<file path="config.mk">
export PLATFORM = sky130hd
export DESIGN_NAME = bitty_sequencer
export DESIGN_NICKNAME = d
export VERILOG_FILES = /design/src/rtl/bitty_sequencer_pkg.sv /design/src/rtl/bitty_watchdog.sv /design/src/rtl/bitty_sequencer.sv
export SDC_FILE = /design/constraint.sdc
export NUM_CORES = 1
export LEC_CHECK = 0
export CAP_MARGIN = 20
export CORE_ASPECT_RATIO = 0.7
export CORE_UTILIZATION = 42
export CTS_CLUSTER_DIAMETER = 30
export DETAILED_ROUTE_END_ITERATION = 7
export GPL_TIMING_DRIVEN = 0
export PLACE_DENSITY = 0.76
export SYNTH_ARGS = -nofsm -noshare
export SYNTH_HDL_FRONTEND = slang
export SYNTH_SLANG_ARGS = --single-unit
export TNS_END_PERCENT = 100
</file>
<file path="constraint.sdc">
create_clock -name clk -period 3.82 [get_ports clk]
set_input_delay 0.955 -clock clk [delete_from_list [all_inputs] [get_ports clk]]
set_output_delay 0.955 -clock clk [all_outputs]
set_load 0.01 [all_outputs]
</file>
<file path="src/rtl/bitty_sequencer_pkg.sv">
// Shared definitions for the bitty_core instruction sequencer: FSM state
// encoding, instruction width and state-class helpers.
package bitty_sequencer_pkg;

  localparam int INSTR_W = 16;

  typedef enum logic [2:0] {
    ST_IDLE     = 3'd0,
    ST_FETCH    = 3'd1,
    ST_WAIT_MEM = 3'd2,
    ST_ISSUE    = 3'd3,
    ST_EXEC     = 3'd4,
    ST_NEXT     = 3'd5,
    ST_DONE     = 3'd6,
    ST_ERR      = 3'd7
  } state_t;

  // States in which an instruction is somewhere in flight.
  function automatic logic is_busy(input state_t s);
    return (s == ST_FETCH) || (s == ST_WAIT_MEM) || (s == ST_ISSUE) ||
           (s == ST_EXEC)  || (s == ST_NEXT);
  endfunction

  // States from which a start pulse launches a new program.
  function automatic logic can_start(input state_t s);
    return (s == ST_IDLE) || (s == ST_DONE) || (s == ST_ERR);
  endfunction

endpackage

</file>
<file path="src/rtl/bitty_watchdog.sv">
// Handshake watchdog: counts enabled cycles since the last clear and flags
// expiry once the count reaches TIMEOUT-1.
module bitty_watchdog #(
  parameter int TIMEOUT = 64
) (
  input  logic clk,
  input  logic rst_n,
  input  logic clr,
  input  logic en,
  output logic expired
);

  localparam int CW = (TIMEOUT > 1) ? $clog2(TIMEOUT) : 1;
  localparam logic [CW-1:0] LAST = CW'(TIMEOUT - 1);

  logic [CW-1:0] r_cnt;

  // NOTE: clocked state uses non-blocking assignments so every register
  // samples the pre-edge values of its sources.
  always_ff @(posedge clk or negedge rst_n) begin
    if (!rst_n) begin
      r_cnt <= '0;
    end else if (clr) begin
      r_cnt <= '0;
    end else if (en && !expired) begin
      r_cnt <= r_cnt + 1'b1;
    end
  end

  assign expired = (r_cnt == LAST);

endmodule

</file>
<file path="src/rtl/bitty_sequencer.sv">
// Instruction sequencer for bitty_core: fetches words from a synchronous ROM
// between pc_start and pc_end, issues each to the core and awaits core_done.
module bitty_sequencer
  import bitty_sequencer_pkg::*;
#(
  parameter int ADDR_W  = 8,
  parameter int TIMEOUT = 64,
  parameter int CNT_W   = 16
) (
  input  logic               clk,
  input  logic               reset,
  input  logic               start,
  input  logic               stop,
  input  logic [ADDR_W-1:0]  pc_start,
  input  logic [ADDR_W-1:0]  pc_end,
  output logic               mem_rd,
  output logic [ADDR_W-1:0]  mem_addr,
  input  logic [INSTR_W-1:0] mem_data,
  output logic               core_run,
  output logic [INSTR_W-1:0] core_instruction,
  input  logic               core_done,
  output logic               busy,
  output logic               halted,
  output logic               error,
  output logic [ADDR_W-1:0]  pc,
  output logic [CNT_W-1:0]   retired
);

  state_t               r_state;
  state_t               w_next;
  logic [ADDR_W-1:0]    r_pc;
  logic [ADDR_W-1:0]    r_pc_end;
  logic [INSTR_W-1:0]   r_instr;
  logic [CNT_W-1:0]     r_retired;
  logic                 r_stop_pend;
  logic                 w_accept;
  logic                 w_wdog_clr;
  logic                 w_wdog_en;
  logic                 w_wdog_expired;

  assign w_accept   = can_start(r_state) && start;
  assign w_wdog_clr = (r_state == ST_ISSUE);
  assign w_wdog_en  = (r_state == ST_EXEC);

  bitty_watchdog #(
    .TIMEOUT (TIMEOUT)
  ) u_wdog (
    .clk     (clk),
    .rst_n   (reset),
    .clr     (w_wdog_clr),
    .en      (w_wdog_en),
    .expired (w_wdog_expired)
  );

  always_ff @(posedge clk or negedge reset) begin
    if (!reset) begin
      r_state <= ST_IDLE;
    end else begin
      r_state <= w_next;
    end
  end

  // NOTE: every combinational output gets a default before the case so no
  // path leaves it unassigned and infers a latch.
  always_comb begin
    w_next   = r_state;
    mem_rd   = 1'b0;
    core_run = 1'b0;
    case (r_state)
      ST_IDLE, ST_DONE, ST_ERR: begin
        if (start) w_next = ST_FETCH;
      end
      ST_FETCH: begin
        mem_rd = 1'b1;
        w_next = ST_WAIT_MEM;
      end
      ST_WAIT_MEM: w_next = ST_ISSUE;
      ST_ISSUE: begin
        core_run = 1'b1;
        w_next   = ST_EXEC;
      end
      ST_EXEC: begin
        // A done arriving on the expiry cycle still completes the instruction.
        if (core_done)           w_next = ST_NEXT;
        else if (w_wdog_expired) w_next = ST_ERR;
      end
      ST_NEXT: begin
        if ((r_pc == r_pc_end) || r_stop_pend || stop) w_next = ST_DONE;
        else                                           w_next = ST_FETCH;
      end
      default: w_next = ST_IDLE;
    endcase
  end

  always_ff @(posedge clk or negedge reset) begin
    if (!reset) begin
      r_pc        <= '0;
      r_pc_end    <= '0;
      r_instr     <= '0;
      r_retired   <= '0;
      r_stop_pend <= 1'b0;
    end else if (w_accept) begin
      // A stop arriving alongside the accepted start is deliberately dropped.
      r_pc        <= pc_start;
      r_pc_end    <= pc_end;
      r_retired   <= '0;
      r_stop_pend <= 1'b0;
    end else begin
      if (is_busy(r_state) && stop) r_stop_pend <= 1'b1;
      case (r_state)
        ST_WAIT_MEM: r_instr <= mem_data;
        ST_EXEC: begin
          if (core_done && (r_retired != '1)) r_retired <= r_retired + 1'b1;
        end
        ST_NEXT: begin
          if (w_next == ST_FETCH) r_pc <= r_pc + 1'b1;
        end
        default: ;
      endcase
    end
  end

  assign mem_addr         = r_pc;
  assign pc               = r_pc;
  assign core_instruction = r_instr;
  assign retired          = r_retired;
  assign busy             = is_busy(r_state);
  assign halted           = (r_state == ST_DONE);
  assign error            = (r_state == ST_ERR);

endmodule
</file>
==> run summary <==
Initial Util -> 44.2%
FILL cells -> 594
share of post-route cells with drive strength above 1 -> 15.4%
worst skew pair latency -> 0.34 ns
period utilisation layout -> 81.3%
status -> finished, final reports clean
Worst EP required -> 2.86 ns
CTS resizes -> 0
final hold vios -> 0
vias -> 2616
syn_nets -> 343
H-Tree Depth -> 3
Max Cap Violations -> 0
input/output buffers -> 89
crit path kind -> flop to primary output
YS warnings -> 0
area grow syn2layout -> 40.4%
total power -> 3.01 mW
CTS tree -> done
fin crit period -> 3.11 ns
Syn Inst Count -> 303
leakage -> 1.78 nW
Rows -> 25
vias in the first global route -> 2619
final net count -> 444
most common cell after layout, fill and taps aside -> clkdlybuf4s50_1
CP Launch Type -> flop
Rel. slew slack -> 56.2%
Root Driver -> clkbuf_8
# DRC -> 0
Post-Syn Area -> 3040 um^2
clock skew -> 0.00554 ns
initial antenna violation count -> 0
final wirelength -> 7370 um
most frequent cells in the layout -> 88 x clkdlybuf4s50_1, 58 x dfrtp_1, 43 x nand2_1, 28 x nor2_1, 24 x xnor2_1
I/O Pins -> 90
Synth async-reset ratio -> 100%
post-CTS setup buffers -> 0
ANT nets after route -> 0
Bufs and invs on worst path -> 2
core area -> 6880 um^2
CTS sink cnt -> 58
area of the die -> 7590 um^2
Routed WL per cell -> 14.6 um
Antenna Cells -> 0
DRT Pass-1 Iters -> 4
Final Setup Violations -> 0
vias per inst -> 5.20
Clock transition at path regs -> 0.06 ns
Hold Path Class -> flop to flop
Critical Path Slowest Stage Cell -> clkdlybuf4s50_1
Primary FF master, synth -> dfrtp_1
measured slew at the worst slew-check pin -> 0.657 ns
fin. max-slew vios -> 0
max incr delay on CP -> 0.65 ns
FF+latch count, synth -> 58
first-pass GRT wire length -> 12300 um
CTS Hold Bufs -> 0
Peak Freq -> 0.322 GHz
Max VDD drop -> 437 uV
global route total overflow -> 0
Worst EP arrival -> 2.15 ns
initial DRC count -> 160
worst-path maximum fanout -> 10
Post-synth EDFFs -> 0
syn_area_per_cell -> 10.0 um^2
Total Negative Setup Slacks -> 0 ns
Max Buffers Root-to-Sink -> 2
largest net degree at the start of global routing -> 32
chip height -> 73.2 um
die width -> 104 um
CP Cell Sequence -> clkbuf_1 > nor2_1 > clkdlybuf4s50_1
sequential area share after synthesis -> 47.7%
unrepaired setup endpoints after global routing -> false
Synth cell types -> 51
Top delay family on crit path -> buffers and inverters
HPWL Detailed -> 5460 um
Worst setup EP type -> primary output
routability cong. -> 0.841
CTS buffer count -> 9
gr usage total -> 21.0%
Pwr Density -> 704 nW/um^2
Core Util, Final -> 62.1%
==> tightest hold or removal path, cell delays in order (launching register included) <==
cell,delay (ns)
dfrtp_1,0.36
nand2_1,0.06
nand2_1,0.06
==> power breakdown <==
group | total (mW) | switching [mW] | internal, mW
Sequential | 1.02 | 0.201 | 0.822
Combinational | 1.40 | 0.616 | 0.783
Clock | 0.585 | 0.250 | 0.336
==> area by class of cell <==
cell class	instances	area (um^2)	area share, %
clock inverters	4	50.0	1.17
flip-flops and latches	58	1450	34.0
plain buffers	22	146	3.43
multi-input cells	215	1420	33.1
well taps	94	118	2.75
repair buffers	90	906	21.2
clock buffers	12	155	3.63
inverters	8	30.0	0.703
==> layer usage <==
metal / up-vias / track usage (%) / part of all wire [%]
met1: 1268 / 27.5 / 47
li1: 1255 / - / -
met4: 0 / 6.83 / 0.39
met5: - / 0 / 0
met3: 4 / 9.55 / 9.3
met2: 89 / 31.2 / 44
==> synthesized netlist by cell type (all sizes together) (3+ instances only) <==
| library cell | number | area share, % |
|---|---|---|
| a21oi | 9 | 1.5 |
| dfrtp | 58 | 48 |
| clkbuf | 5 | 0.74 |
| nand2 | 43 | 5.3 |
| and3 | 5 | 1.1 |
| nand3 | 16 | 3.0 |
| buf | 17 | 4.1 |
| or4 | 3 | 0.74 |
| mux2 | 16 | 5.9 |
| nor4 | 4 | 0.82 |
| nor3 | 6 | 0.99 |
| nor2 | 28 | 3.5 |
| and4 | 4 | 1.2 |
| inv | 8 | 0.99 |
| nand4 | 7 | 1.4 |
| a211oi | 4 | 0.99 |
| xnor2 | 24 | 6.9 |
| ha | 3 | 1.2 |
| mux2i | 5 | 1.6 |
| o21ai | 4 | 0.78 |
| a31oi | 6 | 1.2 |
==> flip-flops by register name, summed over array words and instances (netlist names) <==
signal / cells
r_stop_pend: 1
r_state: 3
u_wdog.r_cnt: 6
mem_addr: 8
core_instruction: 16
retired: 16
r_pc_end: 8
==> worst paths after layout <==
| kind | end | depth (start not counted) | slack, ns | from |
|---|---|---|---|---|
| setup reg to reg | core_instruction[15] | 4 | 1.86 | r_state[1] |
| min in group asynchronous | mem_addr[0] | 1 | 0.64 | reset |
| max in group asynchronous | retired[7] | 2 | 2.59 | reset |
| hold reg to reg | r_pc_end[4] | 2 | 0.50 | r_pc_end[4] |
| setup / recovery | core_run | 3 | 0.71 | r_state[2] |
| hold / removal | r_pc_end[4] | 2 | 0.50 | r_pc_end[4] |
==> per-stage QoR <==
step | area [um^2] | std cells | worst slack, ns | hold slack, ns
floorplan | 3040 | 303 | 1.75 | 0.467
global placement | 4050 | 486 | -0.0371 | 0.484
detailed placement | 4070 | 487 | 1.03 | 0.486
CTS | 4270 | 503 | 0.682 | 0.507
global route | 4270 | 503 | 0.587 | 0.527
finish | 4270 | 503 | 0.713 | 0.505
==> cell families after synthesis <==
group,synth area share [%]
buf+inv,5.80
simple gates,21.9
fa+ha+maj,1.23
xor+xnor,7.20
flops,47.7
compound gates,8.63
mux,7.57
No activity file was read; power rests on OpenSTA's default activity.
